`src/rtl/tact_debouncer_pkg.sv`:
```
// Shared board-level constants and the debouncer state encoding.
package tact_debouncer_pkg;

   // Push-button polarity on the board: the pin reads low while pressed
   localparam logic TACT_ON  = 1'b0;
   localparam logic TACT_OFF = 1'b1;

   // Defaults for the 24 MHz board clock: 10 ms debounce, 1 s long press
   localparam int unsigned DEF_DB_CYCLES   = 240000;
   localparam int unsigned DEF_LONG_CYCLES = 24000000;

   typedef enum logic [2:0] {
      ST_RELEASED     = 3'd0,
      ST_PRESS_WAIT   = 3'd1,
      ST_PRESSED      = 3'd2,
      ST_HELD         = 3'd3,
      ST_RELEASE_WAIT = 3'd4
   } tact_state_e;

endpackage

```
`src/rtl/tact_debouncer_sync_2ff.sv`:
```
// Two-flop synchroniser for a single asynchronous board input.
// The reset value is a parameter so idle-high and idle-low pins can share it.
module tact_debouncer_sync_2ff #(
   parameter logic RST_VAL = 1'b1
) (
   input  logic clk_i,
   input  logic rst_ni,
   input  logic d_i,
   output logic q_o
);

   logic meta_q;
   logic sync_q;

   // Shift the raw pin through two flops to settle metastability
   always_ff @(posedge clk_i or negedge rst_ni) begin
      if (!rst_ni) begin
         meta_q <= RST_VAL;
         sync_q <= RST_VAL;
      end else begin
         meta_q <= d_i;
         sync_q <= meta_q;
      end
   end

   assign q_o = sync_q;

endmodule

```
`src/rtl/tact_debouncer.sv`:
```
// Push-button conditioner: synchronises and debounces the active-low Tact1
// pin, provides a clean level of the same polarity plus press, release and
// long-press strobes. All outputs come straight from flops.
module tact_debouncer
   import tact_debouncer_pkg::*;
#(
   parameter int unsigned DB_CYCLES   = DEF_DB_CYCLES,
   parameter int unsigned W_DB        = 18,
   parameter int unsigned LONG_CYCLES = DEF_LONG_CYCLES,
   parameter int unsigned W_LONG      = 25
) (
   input  logic CLK_24MHz,
   input  logic RESET_N,
   input  logic TACT_IN,
   output logic TACT_LEVEL,
   output logic PRESS_PULSE,
   output logic RELEASE_PULSE,
   output logic LONG_PRESS,
   output logic HELD_LONG
);

   localparam logic [W_DB-1:0]   DB_LAST   = W_DB'(DB_CYCLES - 1);
   localparam logic [W_LONG-1:0] LONG_LAST = W_LONG'(LONG_CYCLES - 1);

   logic              s_tact;
   tact_state_e       state_q,    state_d;
   logic [W_DB-1:0]   db_cnt_q,   db_cnt_d;
   logic [W_LONG-1:0] hold_cnt_q, hold_cnt_d;
   logic              level_q,    level_d;
   logic              press_q,    press_d;
   logic              release_q,  release_d;
   logic              long_q,     long_d;
   logic              held_q,     held_d;

   tact_debouncer_sync_2ff #(
      .RST_VAL (TACT_OFF)
   ) u_sync (
      .clk_i  (CLK_24MHz),
      .rst_ni (RESET_N),
      .d_i    (TACT_IN),
      .q_o    (s_tact)
   );

   // State, counters and registered outputs
   always_ff @(posedge CLK_24MHz or negedge RESET_N) begin
      if (!RESET_N) begin
         state_q    <= ST_RELEASED;
         db_cnt_q   <= '0;
         hold_cnt_q <= '0;
         level_q    <= TACT_OFF;
         press_q    <= 1'b0;
         release_q  <= 1'b0;
         long_q     <= 1'b0;
         held_q     <= 1'b0;
      end else begin
         state_q    <= state_d;
         db_cnt_q   <= db_cnt_d;
         hold_cnt_q <= hold_cnt_d;
         level_q    <= level_d;
         press_q    <= press_d;
         release_q  <= release_d;
         long_q     <= long_d;
         held_q     <= held_d;
      end
   end

   // Next state and counter updates; the hold count starts once the press
   // strobe has been seen, so LONG_PRESS trails PRESS_PULSE by LONG_CYCLES+1
   always_comb begin
      state_d    = state_q;
      db_cnt_d   = db_cnt_q;
      hold_cnt_d = hold_cnt_q;
      case (state_q)
         ST_RELEASED: begin
            if (s_tact == TACT_ON) begin
               state_d  = ST_PRESS_WAIT;
               db_cnt_d = '0;
            end
         end
         ST_PRESS_WAIT: begin
            if (s_tact == TACT_OFF) begin
               state_d = ST_RELEASED;
            end else if (db_cnt_q == DB_LAST) begin
               state_d    = ST_PRESSED;
               hold_cnt_d = '0;
            end else begin
               db_cnt_d = db_cnt_q + 1'b1;
            end
         end
         ST_PRESSED: begin
            if (s_tact == TACT_OFF) begin
               state_d  = ST_RELEASE_WAIT;
               db_cnt_d = '0;
            end else if (!press_q) begin
               if (hold_cnt_q == LONG_LAST) begin
                  state_d = ST_HELD;
               end else begin
                  hold_cnt_d = hold_cnt_q + 1'b1;
               end
            end
         end
         ST_HELD: begin
            if (s_tact == TACT_OFF) begin
               state_d  = ST_RELEASE_WAIT;
               db_cnt_d = '0;
            end
         end
         ST_RELEASE_WAIT: begin
            // A release glitch returns to the pressed side with the hold count kept
            if (s_tact == TACT_ON) begin
               state_d = held_q ? ST_HELD : ST_PRESSED;
            end else if (db_cnt_q == DB_LAST) begin
               state_d = ST_RELEASED;
            end else begin
               db_cnt_d = db_cnt_q + 1'b1;
            end
         end
         default: begin
            state_d    = ST_RELEASED;
            db_cnt_d   = '0;
            hold_cnt_d = '0;
         end
      endcase
   end

   // Next values of the registered outputs; strobes default low every cycle
   always_comb begin
      level_d   = level_q;
      press_d   = 1'b0;
      release_d = 1'b0;
      long_d    = 1'b0;
      held_d    = held_q;
      case (state_q)
         ST_PRESS_WAIT: begin
            if ((s_tact == TACT_ON) && (db_cnt_q == DB_LAST)) begin
               level_d = TACT_ON;
               press_d = 1'b1;
            end
         end
         ST_PRESSED: begin
            if ((s_tact == TACT_ON) && !press_q && (hold_cnt_q == LONG_LAST)) begin
               long_d = 1'b1;
               held_d = 1'b1;
            end
         end
         ST_RELEASE_WAIT: begin
            if ((s_tact == TACT_OFF) && (db_cnt_q == DB_LAST)) begin
               level_d   = TACT_OFF;
               release_d = 1'b1;
               held_d    = 1'b0;
            end
         end
         ST_RELEASED, ST_HELD: begin
         end
         default: begin
            level_d = TACT_OFF;
            held_d  = 1'b0;
         end
      endcase
   end

   assign TACT_LEVEL    = level_q;
   assign PRESS_PULSE   = press_q;
   assign RELEASE_PULSE = release_q;
   assign LONG_PRESS    = long_q;
   assign HELD_LONG     = held_q;

endmodule

```
`config.mk`:
```
export PLATFORM = sky130hd
export DESIGN_NAME = tact_debouncer
export DESIGN_NICKNAME = d
export VERILOG_FILES = /design/src/rtl/tact_debouncer_pkg.sv /design/src/rtl/tact_debouncer_sync_2ff.sv /design/src/rtl/tact_debouncer.sv
export SDC_FILE = /design/constraint.sdc
export NUM_CORES = 1
export LEC_CHECK = 0
export CAP_MARGIN = 20
export CORE_MARGIN = 3
export CORE_UTILIZATION = 65
export DETAILED_ROUTE_END_ITERATION = 6
export PLACE_DENSITY = 0.83
export SYNTH_ARGS = -nofsm -noshare
export SYNTH_HDL_FRONTEND = slang
export SYNTH_SLANG_ARGS = --single-unit
```
`constraint.sdc`:
```
create_clock -name CLK_24MHz -period 3.39 [get_ports CLK_24MHz]
set_clock_uncertainty 0.15 [all_clocks]
set_input_delay 0.339 -clock CLK_24MHz [delete_from_list [all_inputs] [get_ports CLK_24MHz]]
set_output_delay 0.339 -clock CLK_24MHz [all_outputs]
set_load 0.005 [all_outputs]
```
Word level (Yosys, flattened, before mapping)
Cells that the tools add are included.
Operators by class
  add/subtract/negate cells: 2
  equal/unequal tests: 22
  mux-type cells: 35
  bitwise logic cells: 4
  reductions and logical operators: 15
Operators with widths (number)
  $mux W25: 5
  $mux W18: 5
  $pmux W25 S3: 1
  $pmux W18 S4: 1
  $mux W3: 9
  $add A25 B1 Y25 const B: 1
  $eq A25 B25 Y1 const B: 1
  $add A18 B1 Y18 const B: 1
  $eq A18 B18 Y1 const B: 1
  $ne A2 B2 Y1 const B: 9
  $pmux W3 S5: 1
  $reduce_and A6 Y1: 2
  $mux W1: 11
  $ne A3 B2 Y1 const B: 3
  $reduce_or A3 Y1: 3
  $eq A3 B2 Y1 const B: 2
  $ne A2 B1 Y1 const B: 3
  $pmux W1 S3: 2
  $reduce_and A3 Y1: 2
  $logic_and A1 B1 Y1: 4
  $not A1 Y1: 4
  $reduce_and A4 Y1: 1
  $eq A3 B1 Y1 const B: 1
  $eq A3 B3 Y1 const B: 1
  4 further kinds: 4
Storage, ports and cells
  register bits after elaboration: 53
  input port bits: 3
  output and inout bits: 5
  word-level logic and storage cells: 88

Logic depth before layout (Yosys ltp)
Gate-level depths: netlist of run 1.
  word-level depth: 5
  gate-level depth with buffers: 8

Cells and area by module
Synthesis of run 1 repeated with hierarchy kept, for this count alone.
Second synthesis, totals
  cells, all modules: 345
  area, all modules: 3047.9 µm²
Modules (own cells, without submodules)
  tact_debouncer: instances 1, cells an instance 343, area an instance 2995.4 µm²
  tact_debouncer_sync_2ff: instances 1, cells an instance 2, area an instance 52.6 µm²

Least setup slack after synthesis of run 1
Ideal clock, no wire load.
  path kind: flip-flop to flip-flop
  from: reg hold_cnt_q[0]
  to: reg hold_cnt_q[10]
  library setup time: 124 ps
  arrival: 1722 ps
  data required time: 3116 ps
  setup slack: 1395 ps
  stages on the path, launching flop included: 8
  path through: dfrtp_1 -> ha_1 -> nand4_2 -> nor2_1 -> and4_1 -> buf_2 -> a211o_1 -> a211o_1
Between the ends
  cells in the longest elaborated chain, start to end: 5
  elaborated cells on any way between the ends: 8
  classes of those cells: 1 x add/sub; 2 x eq/ne; 4 x mux; 1 x reduce/logical
RTL lines
  start: declaration: line tact_debouncer.sv:28  | logic [W_LONG-1:0] hold_cnt_q, hold_cnt_d;
  start signal: assignment: line tact_debouncer.sv:58  | hold_cnt_q <= hold_cnt_d;
  $add A25 B1 Y25: line tact_debouncer.sv:98  | hold_cnt_d = hold_cnt_q + 1'b1;
  $mux W25: line tact_debouncer.sv:95  | if (hold_cnt_q == LONG_LAST) begin
  $mux W25: line tact_debouncer.sv:94  | end else if (!press_q) begin
  $mux W25: line tact_debouncer.sv:91  | if (s_tact == TACT_OFF) begin
  $pmux W25 S3: line tact_debouncer.sv:73  | case (state_q)
Parallel ways exist; a longest one is shown, timed or not. The select of a mux whose other input is x is not followed.
A chain may end at the register's enable or synchronous reset.

Final worst setup path of run 1
  from: reg hold_cnt_q[0]
  to: reg hold_cnt_q[9]
Same word-level chain as after synthesis.

==> results of run 1 <==
per-layer routing:
metal / vias up / GRT usage
met5: - / 0
met4: 0 / 0.08363
met3: 7 / 0.04460
met2: 123 / 0.3808
met1: 1392 / 0.3939
li1: 1404 / -
path summary, 6_finish.rpt:
path	slack (ps)	endpoint	depth (start not counted)	start
setup / recovery	960	hold_cnt_q[9]$_DFFE_PN0P_	7	hold_cnt_q[0]$_DFFE_PN0P_
min in group asynchronous	390	hold_cnt_q[20]$_DFFE_PN0P_	2	RESET_N
max in group asynchronous	1870	u_sync.q_o$_DFF_PN1_	3	RESET_N
hold / removal	210	u_sync.q_o$_DFF_PN1_	0	u_sync.meta_q$_DFF_PN1_
hold reg to reg	210	u_sync.q_o$_DFF_PN1_	0	u_sync.meta_q$_DFF_PN1_
setup reg to reg	960	hold_cnt_q[9]$_DFFE_PN0P_	7	hold_cnt_q[0]$_DFFE_PN0P_
through the flow:
stage / power, mW / std cells / utilization / cell area, um2
after floorplan: 0.7221 / 369 / - / 3291
after global routing: 1.234 / 436 / 0.7223 / 3480
after detailed placement: 0.7481 / 427 / 0.6953 / 3349
final: 1.188 / 436 / 0.7223 / 3480
after CTS: 1.196 / 436 / 0.7223 / 3480
after global placement: 0.7447 / 427 / 0.6953 / 3349
final cells by class:
cell class / count / area [um2]
clock buffers: 6 / 82.58
clock inverters: 2 / 37.54
fillers: 390 / 1338
inverters: 12 / 45.04
multi-input cells: 282 / 1780
flip-flops and latches: 53 / 1330
well taps: 67 / 83.83
repair buffers: 14 / 120.1
cell families (layout without fill, tap and decap cells):
| kind of cell | after synthesis | after routing | share of synthesized area |
|---|---|---|---|
| AOI/OAI and AO/OA | 111 | 111 | 0.2319 |
| adders and majority gates | 2 | 2 | 0.007603 |
| buffers and inverters | 34 | 34 | 0.05475 |
| DFF | 53 | 53 | 0.4042 |
| muxes | 3 | 3 | 0.009126 |
| and+or+nand+nor | 166 | 166 | 0.2924 |
synthesized netlist by cell type (2+ instances only):
library cell,number
dfstp_2,3
a22o_1,2
and3_1,8
or3_1,8
o221ai_1,2
a211o_1,4
a21oi_1,15
buf_2,8
buf_4,5
o21ai_0,15
nor3_1,11
nand4_1,9
nand3_1,16
a21o_1,4
a41oi_1,6
nand3b_1,2
nand4b_1,2
mux2i_1,3
o21ai_1,4
a31oi_1,38
or2_2,6
nor3b_1,4
nand2_1,31
inv_1,12
nor4_2,3
nand2b_1,10
buf_6,3
nor2_1,29
and4_1,4
nor3_2,3
clkbuf_1,5
a21boi_0,2
o31a_1,4
nor4_1,6
nand4_2,3
dfrtp_1,50
ha_1,2
critical path, cell delays in order (launching register included):
cell     delay (ps)
dfrtp_1         410
ha_1            270
nand4_2         230
nor2_1          220
nand4_1         460
buf_4           360
a31oi_1         150
a31oi_1          60
power by group through the flow:
stage	Clock [mW]	Combinational [mW]	Sequential, mW
floorplan	0	0.0607	0.661
global placement	0	0.0769	0.668
detailed placement	0	0.0793	0.669
CTS	0.459	0.0805	0.656
global route	0.484	0.0912	0.659
finish	0.451	0.0797	0.657
==> reports/results.ini, run 1 <==
[yosys]
yosysUniqueCellTypes = 64
synthTopCellsByArea = dfrtp_1 (38%), a31oi_1 (7.2%), nand2_1 (3.5%)
synth_fp_nets = 374
synth_cells = 369
synth_ff_type = dfrtp_1
syn_avg_cell_area_um2 = 8.918
async_reset_ff_frac = 1.000
synth_area_leader_cell = dfrtp_1
synth.top_cell.area_share = 0.3802
synth_warnings = 0
synth_edf_count = 0
synth_seq_area_share = 0.4042
ys_ff_latch = 53
synthesis.area_um2 = 3291

[timing]
slew_headroom = 0.5041
final.period_utilization = 0.7180
final.setup.tns_ps = 0
drv_slew = 0
fin_crit_ps = 2434
whs_ps = 213.8
rsz0062_at_grt = false
report.final.hold_viol_count = 0
setup_violations = 0
postLayoutSetupSlackWorst_ps = 955.9
tightestPinTransition_ps = 743.9
max_freq_mhz = 410.8

[power]
power.share.clock = 0.380
p_sw_frac = 0.2336
power_leakage_nw = 1.334
p_per_area_nw_per_um2 = 341.3
seqPwrFrac = 0.553
irDropWorstVdd_mv = 0.2487
p_sw_mw = 0.2774
power.share.combinational = 0.067
p_int_mw = 0.9103

[clock_network]
root_buffer = clkbuf_8
cts_sinks = 53
cts_buffer_depth = 2
postCtsHoldBufs = 1
cts_made_buffers = 5
cts_setup_buffers = 0
htree_levels = 2
cts_tree = done
path_clk_slew_ps = 100
insertion_delay_ps = 320
cts-resized-gates = 0

[layout]
area_growth_pct = 5.742
final_nets = 373
regMostFlops = hold_cnt_q
drive_above_1_share = 0.1138
reg_top3 = hold_cnt_q x25, db_cnt_q x18, state_q x3
final_cell_mix = dfrtp_1 (50), a31oi_1 (38), nand2_1 (31), nor2_1 (29), nand3_1 (16)
final_common_cell = dfrtp_1
largest_reg_flops = 25
antenna_cells = 0

[floorplan]
core_um2 = 4817
die_w_um = 77.15
die_h_um = 77.15
design.portCount = 8
rows = 25
die_area_um2 = 5952
start_util = 0.6831

[worst_setup_path]
cp-start-kind = register
path_max_fanout = 12
crit_required_ps = 3430
endpoint_kind = register
arrival_ps = 2470
criticalPathCategory = register to register

[place]
routabilityCongestion = 0.8869
io_buffers = 7
dp_hpwl_um = 5198
pre_cts_ws_ps = 1028

[detailed_routing]
avgViaCountPerCell = 6.711
met1_length_um = 3599
wl_met3_um = 520
maxUsedRoutingLayer = met4
drtIter0Drc = 257
firstDrtPassIters = 6
drt_wl_total_um = 7508
dr_total_vias = 2926
wire_per_inst_um = 17.22
wl_met2_um = 3326
drc_errors = 0
final_antenna_net_count = 0

[global_routing]
grt_util_all_layers = 0.2610
grt_first_pass_wirelength_um = 12680
antenna_found_initial = 0
grt_max_degree = 28
grt_pass1_vias = 2660
gr-total-overflow = 0

[flow_run]
drv_cap = 0

[worst_hold_path]
hold_class = register to register

[run_status]
outcome = complete, no violations

Power figures use the tool's default switching activity.
==> run 2: changes to the inputs <==
- CORE_UTILIZATION: 65 -> 62
- PLACE_DENSITY: 0.83 -> 0.8
- clock period: 3.39 -> 2.3 ns (I/O delays scaled with it)
==> run 2 against run 1 <==
  * Critical path depth is 1 lower
  * Critical path type unchanged
  * Count of clock-buffer cells in the layout is 1 lower
  * Largest cell class unchanged
  * Critical endpoint is now db_cnt_q[4]$_DFFE_PN0P_
  * Worst setup slack worse by 810 ps
  * Highest routed layer unchanged
  * Core utilization is 3.8 points higher
==> reports/results.ini, run 2 (synthesis results as in run 1) <==
[run_status]
outcome = complete, no violations

[place]
post-place-cells = 441
routabilityCongestion = 0.9118
io_buffers = 7
dp_hpwl_um = 5384
place_area_um2 = 3480

[global_routing]
antenna_found_initial = 0
grt_first_pass_wirelength_um = 14000
grt_util_all_layers = 0.2811
grt_max_degree = 34
grt_pass1_vias = 2905
gr-total-overflow = 0

[timing]
whs_ps = 160.0
tightestPinTransition_ps = 675.8
setup_violations = 0
drv_slew = 0
rsz0062_at_grt = false
fin_crit_ps = 2154
final.setup.tns_ps = 0
max_freq_mhz = 464.3
final.period_utilization = 0.9363
report.final.hold_viol_count = 0
slew_headroom = 0.5453

[detailed_routing]
avgViaCountPerCell = 6.753
drt_wl_total_um = 8061
drtIter0Drc = 271
firstDrtPassIters = 5
final_antenna_net_count = 0
dr_total_vias = 3066
drc_errors = 0
wire_per_inst_um = 17.76

[clock_network]
insertion_delay_ps = 320
root_buffer = clkbuf_8
htree_levels = 2
cts_buffer_depth = 2
cts_sinks = 53
cts_made_buffers = 5
cts_tree = done
path_clk_slew_ps = 100

[worst_setup_path]
r2r_slack_ps = 150
endpoint_kind = register
crit_slowest_cell = a311o_2
cp_cell_sequence = ha_1 > nand3_2 > or2_1 > nor3_2 > a311o_2 > a211o_1
worstReg2RegStart = db_cnt_q[0]$_DFFE_PN0P_
r2r_end = db_cnt_q[4]$_DFFE_PN0P_
crit_required_ps = 2360
criticalPathCategory = register to register
cp-start-kind = register
slowest_delay_ps = 450
rr_worst_depth = 6
arrival_ps = 2210
path_max_fanout = 5

[layout]
area_growth_pct = 13.50
reg_top3 = hold_cnt_q x25, db_cnt_q x18, state_q x3
antenna_cells = 0
final_nets = 391
fin_cells = 454
final_cell_mix = dfrtp_1 (50), a31oi_1 (38), nand2_1 (31), nor2_1 (29), buf_4 (21)
final_common_cell = dfrtp_1
drive_above_1_share = 0.1654
regMostFlops = hold_cnt_q
largest_reg_flops = 25
fin_area_um2 = 3735
fillerInstances = 348

[floorplan]
start_util = 0.6701
rows = 25
die_h_um = 78.85
core_um2 = 4911
design.portCount = 8
die_w_um = 78.85
die_area_um2 = 6217

[power]
power_leakage_nw = 1.493
irDropWorstVdd_mv = 0.3595
p_per_area_nw_per_um2 = 500.4

[worst_hold_path]
holdPathEnd = u_sync.meta_q$_DFF_PN1_
hold_depth = 1
hp-start = TACT_IN
hold_class = primary input to register

[flow_run]
drv_cap = 0

## run 2: cell types whose count changed in the layout (fill, tap and decap cells not counted), moves of 2 or more
cell and change:
buf_4 +15, nor4_4 +3, nor4_2 -2, buf_12 +3
## run 2: metrics by stage
step | worst slack, ps | util | power, mW
4_1_cts | 30.55 | 0.7409 | 1.868
2_1_floorplan | 304.6 | - | 1.064
6_report | 146.4 | 0.7605 | 1.869
3_3_place_gp | -23.57 | 0.7085 | 1.106
3_5_place_dp | -111.9 | 0.7085 | 1.110
5_1_grt | 1.484 | 0.7605 | 1.927
## run 2: critical path: cells and delay by family (launching register included)
family / cells / cell delay, ps
flip-flops: 1 / 430
AND/OR/NAND/NOR: 3 / 450
AO/OA/AOI/OAI: 2 / 770
adder cells (fa/ha/maj): 1 / 250
## run 2: metal layers
metal,global-route usage,routed length (um),up-vias
li1,-,-,1437
met1,0.4148,3671,1477
met2,0.4185,3662,137
met3,0.05442,635,15
met4,0.08935,91,0
met5,0,0,-
## run 2: worst max-delay path by stage
stage,startpoint,end,slack [ps],cells past startpoint
after floorplan,hold_cnt_q[0]$_DFFE_PN0P_,hold_cnt_q[10]$_DFFE_PN0P_,300,7
after global placement,db_cnt_q[0]$_DFFE_PN0P_,db_cnt_q[17]$_DFFE_PN0P_,-20,6
after detailed placement,db_cnt_q[0]$_DFFE_PN0P_,db_cnt_q[17]$_DFFE_PN0P_,-110,6
after CTS,hold_cnt_q[0]$_DFFE_PN0P_,hold_cnt_q[4]$_DFFE_PN0P_,30,7
after global routing,state_q[0]$_DFFE_PN0P_,db_cnt_q[17]$_DFFE_PN0P_,1,6
final,db_cnt_q[0]$_DFFE_PN0P_,db_cnt_q[4]$_DFFE_PN0P_,150,6
## run 2: layout make-up
type,instances,area [um2],share of cell area
multi-input cells,282,1846,0.4941
flip-flops and latches,53,1330,0.3561
repair buffers,32,292.8,0.07839
well taps,67,83.83,0.02245
clock buffers,5,68.82,0.01843
clock inverters,3,68.82,0.01843
inverters,12,45.04,0.01206
## run 2: power breakdown
group	internal [mW]	total (mW)	leakage, nW	switching [mW]
Sequential	0.946	0.969	0.726	0.0229
Clock	0.438	0.766	0.0687	0.327
Combinational	0.0524	0.134	0.698	0.0818
## run 2: repair_timing
| item | in CTS | in global routing |
|---|---|---|
| resized for setup | 1 | 10 |
| endpoints found under the hold margin | 20 | 0 |
| hold buffers | 1 | 0 |
| pin swaps | 0 | 2 |
| endpoints found under the setup margin | 13 | 34 |
| setup buffers | 0 | 4 |
